`src/rtl/sensor_pkg.sv`:
```
// -----------------------------------------------------------------------------
// sensor_pkg
// Shared constants and types for the parking-lot sensor front end.
//   DEBOUNCE_CYCLES_DEF : default number of stable synchronized cycles per change
//   STUCK_CYCLES_DEF    : default high-time before a sensor is flagged stuck
//   sensor_status_t     : per-sensor status bundle (level, rise, stuck) consumed
//                         by the display/maintenance logic
// -----------------------------------------------------------------------------
package sensor_pkg;

    localparam int DEBOUNCE_CYCLES_DEF = 4;
    localparam int STUCK_CYCLES_DEF    = 1000;

    typedef struct packed {
        logic level;   // debounced sensor level
        logic rise;    // one-cycle pulse on level 0->1
        logic stuck;   // level held high for STUCK_CYCLES or more
    } sensor_status_t;

endpackage

```
`src/rtl/debounce_channel.sv`:
```
// -----------------------------------------------------------------------------
// debounce_channel
// One sensor channel: 2-flop synchronizer, debouncer, rise pulse and
// stuck-high detector. Every output is a flop; nothing is combinational
// from raw_i.
//   clk_i    : system clock
//   rst_ni   : asynchronous active-low reset
//   raw_i    : raw sensor line, asynchronous to clk_i
//   status_o : {level, rise, stuck}
// -----------------------------------------------------------------------------
module debounce_channel
    import sensor_pkg::*;
#(
    parameter int DEBOUNCE_CYCLES = DEBOUNCE_CYCLES_DEF,
    parameter int STUCK_CYCLES    = STUCK_CYCLES_DEF
) (
    input  logic           clk_i,
    input  logic           rst_ni,
    input  logic           raw_i,
    output sensor_status_t status_o
);

    localparam int CW = $clog2(DEBOUNCE_CYCLES + 1);
    localparam int HW = $clog2(STUCK_CYCLES + 1);

    localparam logic [CW-1:0] CNT_LAST = CW'(DEBOUNCE_CYCLES - 1);
    localparam logic [HW-1:0] H_LAST   = HW'(STUCK_CYCLES - 1);
    localparam logic [HW-1:0] H_MAX    = HW'(STUCK_CYCLES);

    logic          s1_q, s2_q;
    logic          f_q, f_d;
    logic [CW-1:0] cnt_q, cnt_d;
    logic          rise_q, rise_d;
    logic [HW-1:0] hcnt_q, hcnt_d;
    logic          stuck_q, stuck_d;

    // Debouncer: any disagreement between s2 and f that does not persist for
    // DEBOUNCE_CYCLES consecutive cycles restarts the count.
    always_comb begin
        f_d   = f_q;
        cnt_d = cnt_q;
        if (s2_q == f_q) begin
            cnt_d = '0;
        end else if (cnt_q == CNT_LAST) begin
            f_d   = s2_q;
            cnt_d = '0;
        end else begin
            cnt_d = cnt_q + 1'b1;
        end
    end

    assign rise_d = f_d & ~f_q;

    // Stuck detector. Clearing keys off f_d so stuck drops on the same edge
    // the level falls; counting keys off f_q so hcnt equals the number of
    // cycles f has already been high, and stuck sets once that reaches
    // STUCK_CYCLES.
    always_comb begin
        hcnt_d  = hcnt_q;
        stuck_d = stuck_q;
        if (!f_d) begin
            hcnt_d  = '0;
            stuck_d = 1'b0;
        end else if (f_q) begin
            if (hcnt_q != H_MAX) hcnt_d = hcnt_q + 1'b1;
            if (hcnt_q == H_LAST) stuck_d = 1'b1;
        end
    end

    always_ff @(posedge clk_i or negedge rst_ni) begin
        if (!rst_ni) begin
            s1_q    <= 1'b0;
            s2_q    <= 1'b0;
            f_q     <= 1'b0;
            cnt_q   <= '0;
            rise_q  <= 1'b0;
            hcnt_q  <= '0;
            stuck_q <= 1'b0;
        end else begin
            s1_q    <= raw_i;
            s2_q    <= s1_q;
            f_q     <= f_d;
            cnt_q   <= cnt_d;
            rise_q  <= rise_d;
            hcnt_q  <= hcnt_d;
            stuck_q <= stuck_d;
        end
    end

    assign status_o.level = f_q;
    assign status_o.rise  = rise_q;
    assign status_o.stuck = stuck_q;

endmodule

```
`src/rtl/sensor_conditioner.sv`:
```
// -----------------------------------------------------------------------------
// sensor_conditioner
// Front end for the occupancy counter: conditions the outer and inner
// photo-sensor lines through two independent, identical channels.
//   clk          : system clock
//   reset        : asynchronous active-low reset
//   outer_raw    : raw outer sensor (async)
//   inner_raw    : raw inner sensor (async)
//   outer/inner  : debounced levels to the counter
//   *_rise       : one-cycle pulse on level 0->1
//   *_stuck      : level held high >= STUCK_CYCLES
// -----------------------------------------------------------------------------
module sensor_conditioner
    import sensor_pkg::*;
#(
    parameter int DEBOUNCE_CYCLES = DEBOUNCE_CYCLES_DEF,
    parameter int STUCK_CYCLES    = STUCK_CYCLES_DEF
) (
    input  logic clk,
    input  logic reset,
    input  logic outer_raw,
    input  logic inner_raw,
    output logic outer,
    output logic inner,
    output logic outer_rise,
    output logic inner_rise,
    output logic outer_stuck,
    output logic inner_stuck
);

    sensor_status_t outer_st, inner_st;

    debounce_channel #(
        .DEBOUNCE_CYCLES (DEBOUNCE_CYCLES),
        .STUCK_CYCLES    (STUCK_CYCLES)
    ) u_outer (
        .clk_i    (clk),
        .rst_ni   (reset),
        .raw_i    (outer_raw),
        .status_o (outer_st)
    );

    debounce_channel #(
        .DEBOUNCE_CYCLES (DEBOUNCE_CYCLES),
        .STUCK_CYCLES    (STUCK_CYCLES)
    ) u_inner (
        .clk_i    (clk),
        .rst_ni   (reset),
        .raw_i    (inner_raw),
        .status_o (inner_st)
    );

    assign outer       = outer_st.level;
    assign outer_rise  = outer_st.rise;
    assign outer_stuck = outer_st.stuck;
    assign inner       = inner_st.level;
    assign inner_rise  = inner_st.rise;
    assign inner_stuck = inner_st.stuck;

endmodule

```
`config.mk`:
```
export PLATFORM = sky130hd
export DESIGN_NAME = sensor_conditioner
export DESIGN_NICKNAME = d
export VERILOG_FILES = /design/src/rtl/sensor_pkg.sv /design/src/rtl/debounce_channel.sv /design/src/rtl/sensor_conditioner.sv
export SDC_FILE = /design/constraint.sdc
export NUM_CORES = 1
export LEC_CHECK = 0
export CORE_UTILIZATION = 34
export CTS_CLUSTER_SIZE = 20
export DETAILED_ROUTE_END_ITERATION = 7
export SLEW_MARGIN = 5
export SYNTH_ARGS = -nofsm -noshare
export SYNTH_HDL_FRONTEND = slang
export SYNTH_SLANG_ARGS = --single-unit
export TNS_END_PERCENT = 1
```
`constraint.sdc`:
```
create_clock -name clk -period 1.6 [get_ports clk]
set_input_delay 0.24 -clock clk [delete_from_list [all_inputs] [get_ports clk]]
set_output_delay 0.24 -clock clk [all_outputs]
set_load 0.005 [all_outputs]
```
==> flow_summary.json <==
{
  "clk_latency_ns": 0.29,
  "run_status": "complete, but fails checks",
  "clock_sink_count": 36,
  "first_global_vias": 1453,
  "clkSlewWorstSetupHoldPaths_ns": 0.07,
  "critical_path.reg2reg.endpoint": "u_outer.hcnt_q[9]$_DFFE_PN0P_",
  "portBuffers": 9,
  "detailedRoute.firstIterationViolations": 56,
  "path_buf_inv": 1,
  "hold_path_depth": 0,
  "dominantRegCellSynth": "sky130_fd_sc_hd__dfrtp_1",
  "gr-usage-all-layers_pct": 16.15,
  "synth.top_cell.area_share_pct": 51.54,
  "worstHoldEndpoint": "u_outer.s2_q$_DFF_PN0_",
  "hold_violations": 0,
  "p_int_uw": 2166,
  "fp.dieH_um": 73.70,
  "antenna_violating_nets_post_route": 0,
  "p_clk_share_pct": 25.3,
  "synth_top_cells_by_area": "sky130_fd_sc_hd__dfrtp_1 52%, sky130_fd_sc_hd__ha_1 4.3%, sky130_fd_sc_hd__o21ai_0 4.3%",
  "rsz0062_at_grt": "true",
  "grt_remaining_overflow": 0,
  "antenna_cells_inserted": 0,
  "fmax_mhz": 603.9,
  "routed-via-count": 1470,
  "seqPwrFrac_pct": 36.0,
  "yosysTopAreaCell": "sky130_fd_sc_hd__dfrtp_1",
  "hp-start": "u_outer.s1_q$_DFF_PN0_",
  "design.die.area_um2": 5432,
  "timing.setup.critical_path_class": "reg2reg",
  "setup_viol_count_final": 4,
  "violations": "setup timing",
  "postLayoutSetupSlackWorst_ns": -0.05599,
  "slew_worst_pin_ns": 0.4885,
  "setup.worst_path.end_class": "flop",
  "initial_antenna_violation_count": 0,
  "slew_headroom_pct": 67.43,
  "max-vdd-ir-drop_uv": 640.2,
  "p_sw_share_pct": 30.85,
  "cts_buffers": 5,
  "post_route_cells_drive_above_1_share_pct": 29.13,
  "fill_cells": 438,
  "crit_family": "simple AND/OR/NAND/NOR gates",
  "power_per_cell_area_nw_per_um2": 1298,
  "crit_path_start_kind": "flop",
  "final_nets": 239,
  "totalNegativeSetupSlack_ns": -0.1149,
  "reg2reg_setup_slack_ns": -0.06,
  "power.combinational.fraction_pct": 38.6,
  "crit_chain": "inv_1 -> ha_1 -> nand3b_1 -> or4_4 -> and2_4 -> a221o_1",
  "grt_start_max_net_pins": 23,
  "slowest_stage": "sky130_fd_sc_hd__or4_4",
  "slowest_delay_ns": 0.43,
  "cts.path.max_buffers": 2,
  "p_sw_uw": 966.2,
  "reg2reg_from": "u_outer.hcnt_q[1]$_DFFE_PN0P_",
  "avgRoutedWirePerCell_um": 12.57,
  "initial_utilization_pct": 36.05,
  "worstHoldPathType": "reg2reg",
  "timing_max_transition_violations_final": 0,
  "drt_pass1_iterations": 4,
  "floorplan.io_pins": 10,
  "sequential_element_share_of_the_synthesized_area_pct": 51.54,
  "coreArea_um2": 4848,
  "final_period_minus_worst_setup_slack_ns": 1.656,
  "postSynthRegisterBits": 36,
  "synth.cell_area_um2": 1748,
  "drc": 0,
  "critPathArrivalTime_ns": 1.83,
  "detailedPlace.worstSlack_ns": -0.08405,
  "post_synth_inst_count": 172,
  "routabilityCongestion": 0.8386,
  "cell_at_the_root_of_the_clock_tree": "sky130_fd_sc_hd__clkbuf_8",
  "die_width_um": 73.70,
  "post-dp-hpwl_mm": 2.733,
  "cts_tree": "done",
  "ctsHtreeMaxLevel": 2,
  "num_rows": 25,
  "worst-path-max-fanout": 4,
  "areaGrowthSynthToFinish_pct": 38.08,
  "synth_nets": 182,
  "grt_pass1_wl_mm": 6.541,
  "ys_types": 34,
  "synth-edff-count": 0,
  "synth-async-reset-ratio_pct": 100.0,
  "min_period_over_period_pct": 103.5,
  "drt_wl_total_mm": 3.734,
  "worst_ep_required_time_ns": 1.78,
  "synth_area_per_cell_um2": 10.16,
  "seq_area_um2": 900.9,
  "synth_commonest_cells": "36 x sky130_fd_sc_hd__dfrtp_1, 15 x sky130_fd_sc_hd__o21ai_0, 13 x sky130_fd_sc_hd__inv_1, 13 x sky130_fd_sc_hd__nand2_1, 13 x sky130_fd_sc_hd__nor2_1",
  "maxCapViolations": 0,
  "finClkSkew_ns": 0.009062,
  "multiInputGateArea_um2": 849.6,
  "yosysWarnings": 0,
  "ff2ff_path_depth": 6,
  "vias_per_cell": 4.949,
  "synth.most_common_cell": "sky130_fd_sc_hd__dfrtp_1",
  "total_leakage_power_uw": 0.001127
}
-- timing repair --
action,CTS,global route
pin swaps,4,7
endpoints found under the setup margin,14,16
endpoints found under the hold margin,20,0
buffers inserted,1,0
hold buffers,1,0
resized for setup,8,10
-- cell families (layout without fill, tap and decap cells) --
logic type,count (synthesis),in the layout,synth area share [%]
buffers and inverters,14,72,3.006
AND/OR/NAND/NOR,71,71,22.40
multiplexers,5,5,2.935
AO/OA/AOI/OAI,37,37,14.32
flip-flops,36,36,51.54
adder cells (fa/ha/maj),6,6,4.295
XOR/XNOR,3,3,1.503
-- routing by layer --
metal	GRT usage [%]	up-vias	part of all wire [%]	routed length [um]
met1	20.36	703	50	1869
li1	-	738	-	-
met5	0	-	0	0
met2	26.71	23	45	1674
met4	5.769	0	1.4	51
met3	4.115	6	3.7	138
-- flip-flops by register name (all words and copies together), names as in the netlist, 3 cells and up --
signal          count
u_inner.cnt_q       3
u_inner.hcnt_q     10
u_outer.cnt_q       3
u_outer.hcnt_q     10
-- cells in the final DEF, fill, tap and decap left out, types with 4 or more instances in the layout --
cell | Yosys | routed
sky130_fd_sc_hd__clkbuf_8 | 0 | 5
sky130_fd_sc_hd__buf_4 | 0 | 38
sky130_fd_sc_hd__clkdlybuf4s50_1 | 0 | 8
sky130_fd_sc_hd__nor2_1 | 13 | 13
sky130_fd_sc_hd__ha_1 | 6 | 4
sky130_fd_sc_hd__nor3_1 | 11 | 11
sky130_fd_sc_hd__o21ai_1 | 0 | 4
sky130_fd_sc_hd__nand2_1 | 13 | 13
sky130_fd_sc_hd__a22o_1 | 8 | 8
sky130_fd_sc_hd__o21ai_0 | 15 | 10
sky130_fd_sc_hd__dfrtp_1 | 36 | 36
sky130_fd_sc_hd__nand3_1 | 8 | 7
sky130_fd_sc_hd__inv_1 | 13 | 13
-- stage by stage --
| stage | hold slack [ns] | cells | total power (uW) | util (%) | cell area [um2] |
|---|---|---|---|---|---|
| after floorplan | -0.05559 | 172 | 1693 | - | 1754 |
| after global placement | 0.2317 | 287 | 2232 | 45.78 | 2220 |
| after detailed placement | 0.2323 | 287 | 2232 | 45.78 | 2220 |
| after CTS | 0.3627 | 297 | 3126 | 49.32 | 2391 |
| after global routing | 0.3735 | 297 | 3327 | 49.78 | 2414 |
| final | 0.3603 | 297 | 3132 | 49.78 | 2414 |
-- area by class of cell --
| type | instances | area share, % |
|---|---|---|
| clock inverter | 2 | 1.452 |
| inverter | 13 | 2.022 |
| timing repair buffer | 51 | 17.52 |
| clock buffer | 6 | 3.007 |
| tap | 67 | 3.473 |
| sequential | 36 | 37.33 |
| multi-input combinational | 122 | 35.20 |
-- worst max-delay path by stage --
stage | startpoint | endpoint | slack, ns | cells past startpoint
6_report | u_outer.hcnt_q[1]$_DFFE_PN0P_ | u_outer.hcnt_q[9]$_DFFE_PN0P_ | -0.06 | 6
5_1_grt | u_outer.hcnt_q[1]$_DFFE_PN0P_ | u_outer.hcnt_q[0]$_DFFE_PN0P_ | -0.12 | 7
4_1_cts | u_outer.hcnt_q[1]$_DFFE_PN0P_ | u_outer.hcnt_q[9]$_DFFE_PN0P_ | -0.05 | 6
3_5_place_dp | u_inner.cnt_q[0]$_DFF_PN0_ | u_inner.hcnt_q[0]$_DFFE_PN0P_ | -0.08 | 6
3_3_place_gp | u_outer.cnt_q[0]$_DFF_PN0_ | u_outer.hcnt_q[9]$_DFFE_PN0P_ | -0.09 | 6
2_1_floorplan | u_outer.hcnt_q[0]$_DFFE_PN0P_ | u_outer.hcnt_q[9]$_DFFE_PN0P_ | -0.07 | 6
-- power by group through the flow --
stage | clock (uW) | sequential, uW | combinational [uW]
6_report | 793 | 1130 | 1210
5_1_grt | 847 | 1150 | 1330
4_1_cts | 807 | 1130 | 1190
3_5_place_dp | 0 | 1150 | 1090
3_3_place_gp | 0 | 1140 | 1090
2_1_floorplan | 0 | 1160 | 533
(Power assumes the default switching activity.)
